<file path="src/rtl/topk_tracker_if.sv">
// Sample-stream and read-port bundle for topk_tracker; master drives samples and rank_sel.
// Slave (the tracker) returns the sorted table, per-slot valid bits and the ranked read value.
interface topk_tracker_if #(
  parameter int DATA_WIDTH = 32,
  parameter int K          = 4
);
  localparam int RW = (K > 1) ? $clog2(K) : 1;
  localparam int OW = $clog2(K + 1);

  logic                    din_valid;
  logic [DATA_WIDTH-1:0]   din;
  logic                    clear;
  logic [RW-1:0]           rank_sel;
  logic [DATA_WIDTH-1:0]   dout;
  logic                    dout_valid;
  logic [K*DATA_WIDTH-1:0] topk;
  logic [K-1:0]            topk_valid;
  logic [OW-1:0]           occupancy;

  modport master (
    output din_valid, din, clear, rank_sel,
    input  dout, dout_valid, topk, topk_valid, occupancy
  );

  modport slave (
    input  din_valid, din, clear, rank_sel,
    output dout, dout_valid, topk, topk_valid, occupancy
  );
endinterface

</file>
<file path="src/rtl/topk_tracker.sv">
// Top-K tracker: descending table of the K largest samples; a sample lands one edge later.
// One sample per cycle with no backpressure; read port is combinational from the table.
module topk_tracker #(
  parameter int DATA_WIDTH = 32,
  parameter int K          = 4,
  parameter int SIGNED     = 0,
  parameter int UNIQUE     = 0
) (
  input  logic          clk,
  input  logic          reset,
  topk_tracker_if.slave bus
);
  localparam int OW = $clog2(K + 1);

  logic [DATA_WIDTH-1:0] slot   [K];
  logic [DATA_WIDTH-1:0] slot_n [K];
  logic [K-1:0]          vld, vld_n;
  logic [K-1:0]          ge_v;
  logic                  dup, accept;
  logic [OW-1:0]         occ;

  function automatic logic ge(input logic [DATA_WIDTH-1:0] a, input logic [DATA_WIDTH-1:0] b);
    if (SIGNED != 0) return $signed(a) >= $signed(b);
    else             return a >= b;
  endfunction

  // Table is sorted and valid-contiguous, so ge_v is a prefix of ones; its length is the insert point.
  always_comb begin
    dup = 1'b0;
    for (int i = 0; i < K; i++) begin
      ge_v[i] = vld[i] && ge(slot[i], bus.din);
      dup     = dup | (vld[i] && (slot[i] == bus.din));
    end
    accept = bus.din_valid && !((UNIQUE != 0) && dup);

    for (int i = 0; i < K; i++) slot_n[i] = slot[i];
    vld_n = vld;

    if (bus.clear) begin
      for (int i = 0; i < K; i++) slot_n[i] = '0;
      vld_n = '0;
      if (bus.din_valid) begin
        slot_n[0] = bus.din;
        vld_n[0]  = 1'b1;
      end
    end else if (accept) begin
      // Appending a one keeps valid contiguous; a full table stays all ones.
      vld_n = {vld[K-2:0], 1'b1};
      if (!ge_v[0]) slot_n[0] = bus.din;
      for (int i = 1; i < K; i++) begin
        if (!ge_v[i]) slot_n[i] = ge_v[i-1] ? bus.din : slot[i-1];
      end
    end
  end

  always_ff @(posedge clk or posedge reset) begin
    if (reset) begin
      for (int i = 0; i < K; i++) slot[i] <= '0;
      vld <= '0;
    end else begin
      for (int i = 0; i < K; i++) slot[i] <= slot_n[i];
      vld <= vld_n;
    end
  end

  always_comb begin
    occ = '0;
    for (int i = 0; i < K; i++) occ = occ + OW'(vld[i]);
  end

  always_comb begin
    for (int i = 0; i < K; i++) bus.topk[i*DATA_WIDTH +: DATA_WIDTH] = slot[i];
  end

  assign bus.topk_valid = vld;
  assign bus.occupancy  = occ;
  // Guards rank_sel codes beyond K-1 when K is not a power of two.
  assign bus.dout       = (32'(bus.rank_sel) < 32'(K)) ? slot[bus.rank_sel] : '0;
  assign bus.dout_valid = (32'(bus.rank_sel) < 32'(K)) ? vld[bus.rank_sel] : 1'b0;
endmodule

</file>
<file path="src/flat_wrapper.sv">
// flat-port wrapper written by rule: the top's interface ports become plain ports
module topk_tracker_flat 
#(
  parameter int DATA_WIDTH = 32,
  parameter int K          = 4,
  parameter int SIGNED     = 0,
  parameter int UNIQUE     = 0
)
  (clk, reset, bus_din_valid, bus_din, bus_clear, bus_rank_sel, bus_dout, bus_dout_valid, bus_topk, bus_topk_valid, bus_occupancy);
  topk_tracker_if #(.DATA_WIDTH(DATA_WIDTH), .K(K)) bus_i ();
  input  logic clk;
  input  logic reset;
  input wire logic [$bits(bus_i.din_valid)-1:0] bus_din_valid;
  input wire logic [$bits(bus_i.din)-1:0] bus_din;
  input wire logic [$bits(bus_i.clear)-1:0] bus_clear;
  input wire logic [$bits(bus_i.rank_sel)-1:0] bus_rank_sel;
  output wire logic [$bits(bus_i.dout)-1:0] bus_dout;
  output wire logic [$bits(bus_i.dout_valid)-1:0] bus_dout_valid;
  output wire logic [$bits(bus_i.topk)-1:0] bus_topk;
  output wire logic [$bits(bus_i.topk_valid)-1:0] bus_topk_valid;
  output wire logic [$bits(bus_i.occupancy)-1:0] bus_occupancy;
  assign bus_i.din_valid = bus_din_valid;
  assign bus_i.din = bus_din;
  assign bus_i.clear = bus_clear;
  assign bus_i.rank_sel = bus_rank_sel;
  assign bus_dout = bus_i.dout;
  assign bus_dout_valid = bus_i.dout_valid;
  assign bus_topk = bus_i.topk;
  assign bus_topk_valid = bus_i.topk_valid;
  assign bus_occupancy = bus_i.occupancy;
  topk_tracker #(.DATA_WIDTH(DATA_WIDTH), .K(K), .SIGNED(SIGNED), .UNIQUE(UNIQUE)) u_core (.clk(clk), .reset(reset), .bus(bus_i));
endmodule
</file>
<file path="config.mk">
export PLATFORM = sky130hd
export DESIGN_NAME = topk_tracker_flat
export DESIGN_NICKNAME = d
export VERILOG_FILES = /design/src/rtl/topk_tracker_if.sv /design/src/rtl/topk_tracker.sv /design/src/flat_wrapper.sv
export SDC_FILE = /design/constraint.sdc
export NUM_CORES = 1
export LEC_CHECK = 0
export ABC_AREA = 1
export BUFFER_PORTS_ARGS = -buffer_cell sky130_fd_sc_hd__buf_2
export CAP_MARGIN = 30
export CORE_MARGIN = 2
export CORE_UTILIZATION = 35
export DETAILED_ROUTE_END_ITERATION = 8
export PLACE_DENSITY = 0.57
export SETUP_SLACK_MARGIN = 0.05
export SLEW_MARGIN = 0
export SYNTH_ARGS = -nofsm -noshare
export SYNTH_HDL_FRONTEND = slang
export SYNTH_SLANG_ARGS = --single-unit
</file>
<file path="constraint.sdc">
create_clock -name clk -period 4.7 [get_ports clk]
set_input_delay 0 -clock clk [delete_from_list [all_inputs] [get_ports clk]]
set_output_delay 0 -clock clk [all_outputs]
set_load 0.02 [all_outputs]
</file>
==> key figures, run 1 <==
Clock network
  – Later-pin clock latency in the skew report: roughly 0.43 ns
  – Clock transition at path regs: 0.06 ns
  – Num Clock Sinks: 132
  – Setup bufs post-CTS: 0
  – CTS Buffer Depth: 2
  – CTS tree: yes
  – H-tree Lvls: 4
  – CTS root buffer: clkbuf_16
  – Inserted Clock Buffers: 17

STA
  – Final setup TNS: 0 ns
  – Slew @ Worst Pin: 1.01 ns
  – Final worst-path cycle share: 0.717
  – Slew headroom: 0.327
  – Max-slew violations: 0
  – RSZ-0062 raised after global routing: no
  – Worst Skew: 0.0156 ns
  – Crit path time final: 3.37 ns
  – Setup violators final: 0
  – Final hold vios: 0
  – Fmax: 297 MHz
  – Final worst setup slack: 1.33 ns

Pwr
  – Net Sw Power: 1.38 mW
  – Internal power: between 2 and 2.5 mW
  – Sequential power share: 0.353
  – VDD IR max: 0.243 mV
  – Comb pwr share: 0.268
  – Pleak: 7.62 nW
  – Clock group share of total power: 0.379
  – Cell Pwr Density: 300 mW/mm2
  – Sw Share: 0.360

Yosys
  – Flops & latches, synth: 132
  – Synthesis Warnings: 0
  – Mapped cell area: 0.0105 mm2
  – Synthesized Nets: 1,729
  – Synth area leaders: dfrtp_1 (31%), nand2_1 (24%), ha_1 (15%), nand3_1 (8.2%), nor2_1 (4.0%)
  – Register area share after synthesis: 0.315
  – Unique masters post-synth: 29
  – Post-synth top area cell: dfrtp_1
  – Post-synth top area share: 0.315
  – Synthesized area per cell: 6.73 um2
  – Synth Instances: 1,560

Placed design
  – Hpwl dp: 27,400 um
  – Dpl ws: between 1 and 1.5 ns
  – Cells after DPL: 2,094
  – Buffers on Ports: 205
  – DP Area: between 0.01 and 0.015 mm2
  – Placer Congestion: 0.861

Floorplanning
  – Die area: 0.0314 mm2
  – Die H: 177 um
  – Chip width: between 150 and 200 um
  – Initial Util: 0.355
  – I/O pin cnt: 206
  – Core area: slightly below 0.03 mm2
  – Floorplan row count: 63

Finish
  – Most frequent cells in the layout: nand2_1 (658), buf_2 (205), nand3_1 (173)
  – Nets: 1,925
  – Non-filler cells, final: 2,160
  – Most common cell after layout, fill and taps aside: nand2_1
  – Final instance area: about 0.013 mm2
  – Fill count: 3,104
  – Area grow syn2layout: 21.3%
  – Fraction of layout cells with a size suffix above 1: 0.150

Global routing
  – GR Overflow Total: 0
  – Vias in the first global route: between 10,000 and 15,000
  – Global-route wire length before repair: 65,500 um
  – Largest net degree at the start of global routing: 66
  – Antenna violations before repair: 1
  – Global Route Usage Sum: 0.273

Run
  – Max-Cap Viols: 0

Routing
  – First-pass DRT Iterations: 5
  – Number of vias per cell: 5.28
  – Vias: 11,400
  – Routed Antenna Nets: 0
  – Final wirelength: 42,200 um
  – Initial DRC Count: between 900 and 1,000
  – DR WL/cell: between 15 and 20 um
  – Remaining DRCs: 0

Worst setup path
  – CP Class: flip-flop to flip-flop
  – Reg2reg start: u_core.bus.topk[61]
  – Crit-path max FO: 34
  – Arr. time, crit path: 3.73 ns
  – CP Capture Type: flip-flop
  – Startpoint types: flip-flop
  – Worst Path Required: 5.06 ns
  – CP startpoint: u_core.bus.topk[61]

Min path
  – Hold path startpoint: bus_clear
  – Hold Crit Class: input port to flip-flop

Run status
  – Run status: finished clean
[kinds of logic after synthesis]
| kind of cell | after synthesis | share of synthesized area |
|---|---|---|
| AO/OA/AOI/OAI | 175 | 0.0923 |
| AND/OR/NAND/NOR | 961 | 0.370 |
| flip-flops | 132 | 0.315 |
| buffers and inverters | 161 | 0.0662 |
| adder cells (fa/ha/maj) | 131 | 0.157 |
[final timing paths]
check | cells past startpoint | slack, ns | to
worst max-delay path | 12 | 1.33 | u_core.bus.topk[35]
worst min-delay path | 4 | 0.03 | u_core.bus.topk_valid[2]
worst max register to register | 12 | 1.33 | u_core.bus.topk[35]
worst min register to register | 2 | 0.55 | u_core.bus.topk[32]
max in group asynchronous | 4 | 3.36 | u_core.bus.topk[34]
min in group asynchronous | 3 | 0.17 | u_core.bus.topk[61]
[layout make-up]
class	count	area [um2]	area share
flip-flops and latches	132	3300	0.259
well taps	390	488	0.0383
repair buffers	259	1530	0.120
inverters	79	299	0.0235
clock inverters	9	151	0.0119
clock buffers	23	468	0.0367
diodes	1	2.50	0.000196
multi-input cells	1267	6500	0.510
[timing repair]
action	4_1_cts	5_1_grt
endpoints found under the hold margin	156	0
resized for setup	0	0
setup endpoints to repair	0	0
hold buffers	33	0
[per-stage QoR]
stage | total power, mW | hold slack [ns] | utilization
5_1_grt | 4.02 | 0.0546 | 0.431
3_3_place_gp | 2.35 | 0.0983 | 0.399
6_report | 3.83 | 0.0316 | 0.431
3_5_place_dp | 2.36 | 0.0950 | 0.399
2_1_floorplan | 1.97 | 0.145 | -
4_1_cts | 3.83 | 0.00902 | 0.431
[flip-flops by register name, summed over array words and instances, names as in the netlist]
signal,flops
u_core.bus.topk_valid,4
u_core.bus.topk,128
[worst max-delay path, stage by stage, from the launching register on]
cell	delay (ns)
dfrtp_1	0.45
ha_1	0.34
a21oi_1	0.15
nor2_1	0.05
nor3b_1	0.26
nand2_1	0.09
nor2_1	0.14
nand2_2	0.55
nand2_2	0.22
nand3_1	0.10
inv_2	0.67
nand2_1	0.17
nand2_1	0.10
[per-layer routing]
metal | track usage | vias to the layer above | wire length, um
met3 | 0.0352 | 72 | 2700
met5 | 0 | - | 0
met2 | 0.446 | 451 | 19500
met1 | 0.368 | 5393 | 18700
met4 | 0.101 | 0 | 1290
li1 | - | 5489 | -
[power by group through the flow]
stage | clock (mW) | combinational [mW] | sequential, mW
detailed placement | 0 | 0.994 | 1.37
finish | 1.45 | 1.02 | 1.35
global route | 1.52 | 1.14 | 1.36
CTS | 1.46 | 1.02 | 1.35
global placement | 0 | 0.980 | 1.37
floorplan | 0 | 0.566 | 1.41
[synthesized netlist by cell type (all sizes together)]
| master | n |
|---|---|
| nor3b | 1 |
| ha | 130 |
| o22ai | 32 |
| a21oi | 51 |
| o211ai | 1 |
| fa | 1 |
| buf | 40 |
| nor2 | 113 |
| o21ai | 77 |
| o21a | 7 |
| nand3 | 174 |
| nand2 | 663 |
| nand4 | 10 |
| o21bai | 2 |
| a21o | 4 |
| a21boi | 1 |
| inv | 79 |
| clkbuf | 42 |
| dfrtp | 132 |
(Power assumes the default switching activity.)
==> run 2, diff against run 1 <==
==> constraint.sdc (replaced) <==
create_clock -name clk -period 3.3 [get_ports clk]
set_input_delay 0 -clock clk [delete_from_list [all_inputs] [get_ports clk]]
set_output_delay 0 -clock clk [all_outputs]
set_load 0.02 [all_outputs]
==> key figures, run 2 (synthesized netlist as in run 1, its figures left out) <==
Worst setup path
  – Arr. time, crit path: 3.18 ns (was 3.73 ns)
  – CP Capture Type: flip-flop (unchanged)
  – Register-to-register path setup slack: 0.49 ns (was 1.33 ns)
  – CP delay by family, top: simple AND/OR/NAND/NOR gates (unchanged)
  – RR Endpoint: u_core.bus.topk[61] (was u_core.bus.topk[35])
  – Crit path largest cell delay: 0.56 ns (was 0.67 ns)
  – Reg2reg start: u_core.bus.topk[61] (unchanged)
  – Crit path cell chain: ha_1 > a21oi_1 > nor2_1 > nor3b_1 > nand2_1 > nor2_1 > nand2_2 > nand2_2 > nand3_1 > inv_2 > nand2_1 > nand2_1 (unchanged)
  – Crit-path max FO: 32 (was 34)
  – Worst Path Required: 3.67 ns (was 5.06 ns)
  – CP max-delay cell: inv_2 (unchanged)
  – Startpoint types: flip-flop (unchanged)
  – CP startpoint: u_core.bus.topk[61] (unchanged)
  – CP Class: flip-flop to flip-flop (unchanged)
  – Worst R2R Path Depth: 12 (unchanged)
  – Most used cell, CP: nand2_1 (unchanged)
  – CP bufs+invs: 1 (unchanged)

Global routing
  – Vias in the first global route: 10,900 (was 11,200)
  – Met3 usage: 0.0376 (was 0.0352)
  – GR Overflow Total: 0 (unchanged)
  – Global-route met2 utilization: 0.448 (was 0.446)
  – Largest net degree at the start of global routing: 85 (was 66)
  – Antenna violations before repair: 0 (was 1)
  – Global Route Usage Sum: 0.265 (was 0.273)
  – GRT Max-Usage Layer: met2 (unchanged)
  – Global-route wire length before repair: 63,700 um (was 65,500 um)
  – Routing usage on met1: 0.349 (was 0.368)

STA
  – Fmax: 356 MHz (was 297 MHz)
  – Setup violators final: 0 (unchanged)
  – Slew @ Worst Pin: 0.902 ns (was 1.01 ns)
  – Final setup TNS: 0 ns (unchanged)
  – Final hold vios: 0 (unchanged)
  – Crit path time final: 2.81 ns (was 3.37 ns)
  – Max-slew violations: 0 (unchanged)
  – RSZ-0062 raised after global routing: no (unchanged)
  – Worst Skew: 0.0125 ns (was 0.0156 ns)
  – Slew headroom: 0.399 (was 0.327)
  – Final worst-path cycle share: 0.852 (was 0.717)
  – WHS: 0.0237 ns (was 0.0316 ns)

Finish
  – Final instance area: 0.0128 mm2 (was 0.0127 mm2)
  – Area grow syn2layout: 22.0% (was 21.3%)
  – Area occupied by multi-input gates: 0.00650 mm2 (unchanged)
  – Antenna diodes: 0 (was 1)
  – Nets: 1,937 (was 1,925)
  – Most frequent cells in the layout: nand2_1 (658), buf_2 (205), nand3_1 (173) (unchanged)
  – Non-filler cells, final: 2,171 (was 2,160)
  – Sequential cell area: 0.00330 mm2 (unchanged)
  – Max reg flops: 128 (unchanged)
  – Fraction of layout cells with a size suffix above 1: 0.157 (was 0.150)
  – Fill count: 3,107 (was 3,104)
  – Most common cell after layout, fill and taps aside: nand2_1 (unchanged)

Floorplanning
  – Chip width: 177 um (unchanged)
  – Die H: 177 um (unchanged)
  – I/O pin cnt: 206 (unchanged)
  – Die area: 0.0314 mm2 (unchanged)
  – Core area: 0.0296 mm2 (unchanged)
  – Floorplan row count: 63 (unchanged)
  – Initial Util: 0.355 (unchanged)

Pwr
  – Power, Total: 5.33 mW (was 3.83 mW)
  – Comb pwr share: 0.272 (was 0.268)
  – Net Sw Power: 1.94 mW (was 1.38 mW)
  – Sw Share: 0.364 (was 0.360)
  – Cell Pwr Density: 416 mW/mm2 (was 300 mW/mm2)
  – Pleak: 7.66 nW (was 7.62 nW)
  – Internal power: 3.39 mW (was 2.45 mW)
  – VDD IR max: 0.379 mV (was 0.243 mV)
  – Sequential power share: 0.360 (was 0.353)
  – Clock group share of total power: 0.368 (was 0.379)

Routing
  – Remaining DRCs: 0 (unchanged)
  – Final wirelength: 40,700 um (was 42,200 um)
  – Number of vias per cell: 5.23 (was 5.28)
  – Vias: 11,400 (about the same)
  – DR WL/cell: 18.8 um (was 19.5 um)
  – First-pass DRT Iterations: 5 (unchanged)
  – Routed Antenna Nets: 0 (unchanged)
  – Initial DRC Count: 801 (was 909)

Placed design
  – DP Area: 0.0119 mm2 (was 0.0118 mm2)
  – Cells after DPL: 2,106 (was 2,094)
  – Buffers on Ports: 205 (unchanged)
  – Placer Congestion: 0.855 (was 0.861)
  – Hpwl dp: 28,400 um (was 27,400 um)

Clock network
  – Clock transition at path regs: 0.06 ns (about the same)
  – CTS tree: yes (unchanged)
  – CTS root buffer: clkbuf_16 (unchanged)
  – CTS Hold Bufs: 33 (unchanged)
  – Setup bufs post-CTS: 0 (unchanged)
  – Post-CTS Resized: 0 (unchanged)
  – Inserted Clock Buffers: 17 (unchanged)
  – H-tree Lvls: 4 (unchanged)
  – CTS Buffer Depth: 2 (unchanged)
  – Num Clock Sinks: 132 (unchanged)
  – Later-pin clock latency in the skew report: 0.43 ns (about the same)

Min path
  – Hold Crit Class: input port to flip-flop (unchanged)
  – Hold path startpoint: bus_clear (unchanged)
  – WHS Path Cells: 4 (unchanged)
  – Hold EP: u_core.bus.topk_valid[2] (unchanged)

Run
  – Max-Cap Viols: 0 (unchanged)

Run status
  – Run status: finished clean (unchanged)
[run 2: cell types whose count changed in the layout (fill, tap and decap cells not counted), sizes merged]
cell      delta
buf         +12
bufinv       -2
clkbuf       +1
clkinvlp     +2
diode        -1
inv          -1
[run 2: layout make-up]
class	instances	area share
multi-input combinational	1267	0.507
sequential	132	0.258
timing repair buffer	271	0.127
clock buffer	24	0.0384
tap	390	0.0381
inverter	79	0.0234
clock inverter	8	0.00772
[run 2: tightest hold or removal path, cell delays in order]
cell and delay (ns):
buf_2 0.18, nor2_1 0.12, nand2_1 0.07, nand2_1 0.04
[run 2: per-stage QoR]
step                utilization  setup slack (ns)
global placement          0.402             0.575
global route              0.433             0.273
detailed placement        0.402             0.539
CTS                       0.433             0.519
floorplan                     -              1.29
finish                    0.433             0.488
[run 2: worst max-delay path by stage]
| stage | end | slack, ns | cells after the start |
|---|---|---|---|
| 3_5_place_dp | u_core.bus.topk[8] | 0.54 | 14 |
| 4_1_cts | u_core.bus.topk[2] | 0.52 | 14 |
| 3_3_place_gp | u_core.bus.topk[28] | 0.58 | 14 |
| 5_1_grt | u_core.bus.topk[3] | 0.27 | 14 |
| 2_1_floorplan | u_core.bus.topk[100] | 1.29 | 14 |
| 6_report | u_core.bus.topk[61] | 0.49 | 12 |
[run 2: power groups by stage]
stage | Clock (mW) | Combinational, mW | Sequential [mW]
floorplan | 0 | 0.806 | 2.00
global placement | 0 | 1.39 | 1.94
detailed placement | 0 | 1.41 | 1.94
CTS | 1.97 | 1.45 | 1.91
global route | 2.06 | 1.63 | 1.93
finish | 1.96 | 1.45 | 1.92
[run 2: routing by layer]
metal	vias to the layer above	wire length (um)
li1	5514	-
met1	5402	18100
met3	67	2070
met4	0	1040
met5	-	0
met2	373	19600
==> run 3, diff against run 2 <==
--- a/config.mk
+++ b/config.mk
@@ -5,7 +5,6 @@
 export SDC_FILE = /design/constraint.sdc
 export NUM_CORES = 1
 export LEC_CHECK = 0
-export ABC_AREA = 1
 export BUFFER_PORTS_ARGS = -buffer_cell sky130_fd_sc_hd__buf_2
 export CAP_MARGIN = 30
 export CORE_MARGIN = 2
==> key figures, run 3 <==
STA
  – Final worst-path cycle share: 0.915 (was 0.852)
  – Crit path time final: 3.02 ns (was 2.81 ns)
  – Setup violators final: 0 (unchanged)
  – Worst Skew: 0.0102 ns (was 0.0125 ns)
  – Slew headroom: 0.378 (was 0.399)
  – Max-slew violations: 0 (unchanged)
  – Final setup TNS: 0 ns (unchanged)
  – Fmax: 331 MHz (was 356 MHz)
  – Final hold vios: 0 (unchanged)
  – RSZ-0062 raised after global routing: no (unchanged)
  – Slew @ Worst Pin: 0.933 ns (was 0.902 ns)

Yosys
  – Mapped cell area: 0.0100 mm2 (was 0.0105 mm2)
  – Post-synth top area cell: dfrtp_1 (unchanged)
  – Number of synthesized flops with an enable pin: 0 (unchanged)
  – Post-synth top area share: 0.329 (was 0.315)
  – Flops & latches, synth: 132 (unchanged)
  – Synthesis Warnings: 0 (unchanged)
  – Register area share after synthesis: 0.329 (was 0.315)
  – Synth area leaders: dfrtp_1 (33%), ha_1 (16%), mux4_2 (7.4%), mux2i_1 (6.7%), o2bb2ai_1 (5.6%) (was dfrtp_1 (31%), nand2_1 (24%), ha_1 (15%), nand3_1 (8.2%), nor2_1 (4.0%))
  – Synthesized area per cell: 11.1 um2 (was 6.73 um2)
  – Count leader, synth: dfrtp_1 (was nand2_1)
  – Synth Instances: 906 (was 1,560)
  – Synthesized Nets: 1,075 (was 1,729)
  – Predominant post-synthesis flop cell: dfrtp_1 (unchanged)
  – Async set-reset flop share out of synthesis: 1.00 (unchanged)
  – Unique masters post-synth: 49 (was 29)
  – Synth cell count leaders: dfrtp_1 (132), ha_1 (130), nand2_1 (68) (was nand2_1 (658), nand3_1 (173), dfrtp_1 (132))

Global routing
  – Antenna violations before repair: 0 (unchanged)
  – Largest net degree at the start of global routing: 66 (was 85)
  – GRT Max-Usage Layer: met2 (unchanged)
  – Global-route wire length before repair: 56,500 um (was 63,700 um)
  – Vias in the first global route: 9,215 (was 10,900)
  – Global Route Usage Sum: 0.243 (was 0.265)
  – GR Overflow Total: 0 (unchanged)
  – Routing usage on met1: 0.344 (was 0.349)
  – Global-route met2 utilization: 0.377 (was 0.448)
  – Met3 usage: 0.0423 (was 0.0376)

Clock network
  – Later-pin clock latency in the skew report: 0.43 ns (about the same)
  – H-tree Lvls: 4 (unchanged)
  – Inserted Clock Buffers: 17 (unchanged)
  – CTS tree: yes (unchanged)
  – Clock transition at path regs: 0.06 ns (about the same)
  – CTS Buffer Depth: 2 (unchanged)
  – Num Clock Sinks: 132 (unchanged)
  – CTS root buffer: clkbuf_16 (unchanged)

Run status
  – Run status: finished clean (unchanged)

Min path
  – Hold path startpoint: bus_din_valid (was bus_clear)
  – Hold EP: u_core.bus.topk_valid[0] (was u_core.bus.topk_valid[2])
  – Hold Crit Class: input port to flip-flop (unchanged)
  – WHS Path Cells: 2 (was 4)

Worst setup path
  – CP delay by family, top: compound AO/OA/AOI/OAI gates (was simple AND/OR/NAND/NOR gates)
  – Worst Path Required: 3.62 ns (was 3.67 ns)
  – Arr. time, crit path: 3.34 ns (was 3.18 ns)
  – Crit path cell chain: ha_1 > a21o_1 > a31oi_1 > o21ai_0 > a21oi_1 > o211ai_1 > and2_1 > buf_4 > a22o_1 (was ha_1 > a21oi_1 > nor2_1 > nor3b_1 > nand2_1 > nor2_1 > nand2_2 > nand2_2 > nand3_1 > inv_2 > nand2_1 > nand2_1)
  – Reg2reg start: u_core.bus.topk[2] (was u_core.bus.topk[61])
  – Register-to-register path setup slack: 0.28 ns (was 0.49 ns)
  – CP max-delay cell: dfrtp_1 (was inv_2)
  – RR Endpoint: u_core.bus.topk[29] (was u_core.bus.topk[61])
  – Crit path largest cell delay: 0.43 ns (was 0.56 ns)
  – CP Class: flip-flop to flip-flop (unchanged)
  – CP bufs+invs: 1 (unchanged)
  – Startpoint types: flip-flop (unchanged)
  – Worst R2R Path Depth: 9 (was 12)
  – CP Capture Type: flip-flop (unchanged)
  – Crit-path max FO: 12 (was 32)

Routing
  – Routed Antenna Nets: 0 (unchanged)
  – First-pass DRT Iterations: 5 (unchanged)
  – Number of vias per cell: 5.91 (was 5.23)
  – DR WL/cell: 23.1 um (was 18.8 um)
  – Final wirelength: 36,000 um (was 40,700 um)
  – Vias: 9,214 (was 11,400)
  – Initial DRC Count: 753 (was 801)
  – Remaining DRCs: 0 (unchanged)

Pwr
  – Cell Pwr Density: 413 mW/mm2 (was 416 mW/mm2)
  – VDD IR max: 0.316 mV (was 0.379 mV)
  – Power, Total: 5.33 mW (about the same)
  – Pleak: 6.53 nW (was 7.66 nW)

Finish
  – Antenna diodes: 0 (unchanged)
  – Fraction of layout cells with a size suffix above 1: 0.321 (was 0.157)
  – Final instance area: 0.0129 mm2 (was 0.0128 mm2)
  – Most frequent cells in the layout: buf_2 (205), dfrtp_1 (132), ha_1 (130) (was nand2_1 (658), buf_2 (205), nand3_1 (173))
  – Max reg flops: 128 (unchanged)
  – Area grow syn2layout: 28.5% (was 22.0%)
  – Fill count: 2,733 (was 3,107)
  – Final core utilization: 0.453 (was 0.433)
  – Nets: 1,332 (was 1,937)
  – Most common cell after layout, fill and taps aside: buf_2 (was nand2_1)

Floorplanning
  – Floorplan row count: 62 (was 63)
  – Die area: 0.0301 mm2 (was 0.0314 mm2)
  – I/O pin cnt: 206 (unchanged)
  – Chip width: 173 um (was 177 um)
  – Initial Util: 0.353 (was 0.355)
  – Core area: 0.0285 mm2 (was 0.0296 mm2)
  – Die H: 173 um (was 177 um)

Placed design
  – Hpwl dp: 25,900 um (was 28,400 um)
  – DP Area: 0.0119 mm2 (about the same)
  – Buffers on Ports: 205 (unchanged)
  – Placer Congestion: 0.848 (was 0.855)

Run
  – Max-Cap Viols: 0 (unchanged)
[run 3: changes by cell type in the layout (fill, tap and decap cells not counted), sizes merged, moves of 33 or more]
| cell | previous run | this run |
|---|---|---|
| a2111oi | 0 | 34 |
| inv | 78 | 40 |
| a221o | 0 | 34 |
| mux2i | 0 | 67 |
| buf | 238 | 273 |
| nand2 | 663 | 68 |
| o2bb2ai | 0 | 64 |
| and4 | 0 | 35 |
| nor2 | 113 | 16 |
| nand3 | 174 | 13 |
| o21ai | 77 | 16 |
| mux4 | 0 | 33 |
[run 3: cells by family (layout without fill, tap and decap cells)]
logic type               Yosys count  in the layout  share of synthesized area
buffers and inverters            110            380                     0.0461
adder cells (fa/ha/maj)          131            131                      0.164
AND/OR/NAND/NOR                  171            171                     0.0938
AO/OA/AOI/OAI                    262            262                      0.226
multiplexers                     100            100                      0.141
flip-flops                       132            132                      0.329
[run 3: cell type report]
| type | count | area (um2) | share of cell area |
|---|---|---|---|
| multi-input combinational | 664 | 6360 | 0.493 |
| tap | 384 | 480 | 0.0372 |
| clock inverter | 8 | 100 | 0.00776 |
| sequential | 132 | 3300 | 0.256 |
| inverter | 41 | 158 | 0.0122 |
| clock buffer | 24 | 482 | 0.0373 |
| timing repair buffer | 307 | 2020 | 0.157 |
[run 3: timing repair]
action / CTS / global route
hold buffers: 34 / 0
resized for setup: 0 / 3
endpoints found under the hold margin: 129 / 0
setup endpoints to repair: 0 / 64
buffers inserted: 0 / 0
[run 3: layer usage]
layer | up-vias | part of all wire
li1 | 4157 | -
met1 | 4618 | 0.45
met3 | 45 | 0.070
met5 | - | 0
met4 | 0 | 0.022
met2 | 394 | 0.46
[run 3: worst reg2reg max path: stages (launching register included)]
cell and delay [ns]:
dfrtp_1 0.43, ha_1 0.33, a21o_1 0.18, a31oi_1 0.26
o21ai_0 0.23, a21oi_1 0.40, o211ai_1 0.18, and2_1 0.36
buf_4 0.28, a22o_1 0.25
[run 3: power by group]
part / total (mW) / leakage, nW / internal [mW] / switching, mW
Combinational: 1.47 / 4.50 / 0.598 / 0.877
Clock: 1.94 / 0.272 / 1.17 / 0.768
Sequential: 1.92 / 1.77 / 1.74 / 0.181
Total: 5.33 / 6.53 / 3.50 / 1.83
[run 3: worst max path at each step]
stage / cells after the start / from / endpoint
floorplan: 8 / u_core.bus.topk[93] / u_core.bus.topk[100]
global placement: 9 / u_core.bus.topk[17] / u_core.bus.topk[29]
detailed placement: 9 / u_core.bus.topk[76] / u_core.bus.topk[103]
CTS: 9 / u_core.bus.topk[76] / u_core.bus.topk[103]
global route: 9 / u_core.bus.topk[17] / u_core.bus.topk[24]
finish: 9 / u_core.bus.topk[2] / u_core.bus.topk[29]
[run 3: per-stage QoR]
step,worst slack (ns),std cells,hold slack [ns]
global placement,0.210,1493,0.201
CTS,0.139,1559,0.00198
global route,0.107,1560,0.0147
floorplan,0.508,906,0.133
finish,0.280,1560,0.0194
detailed placement,0.151,1493,0.211
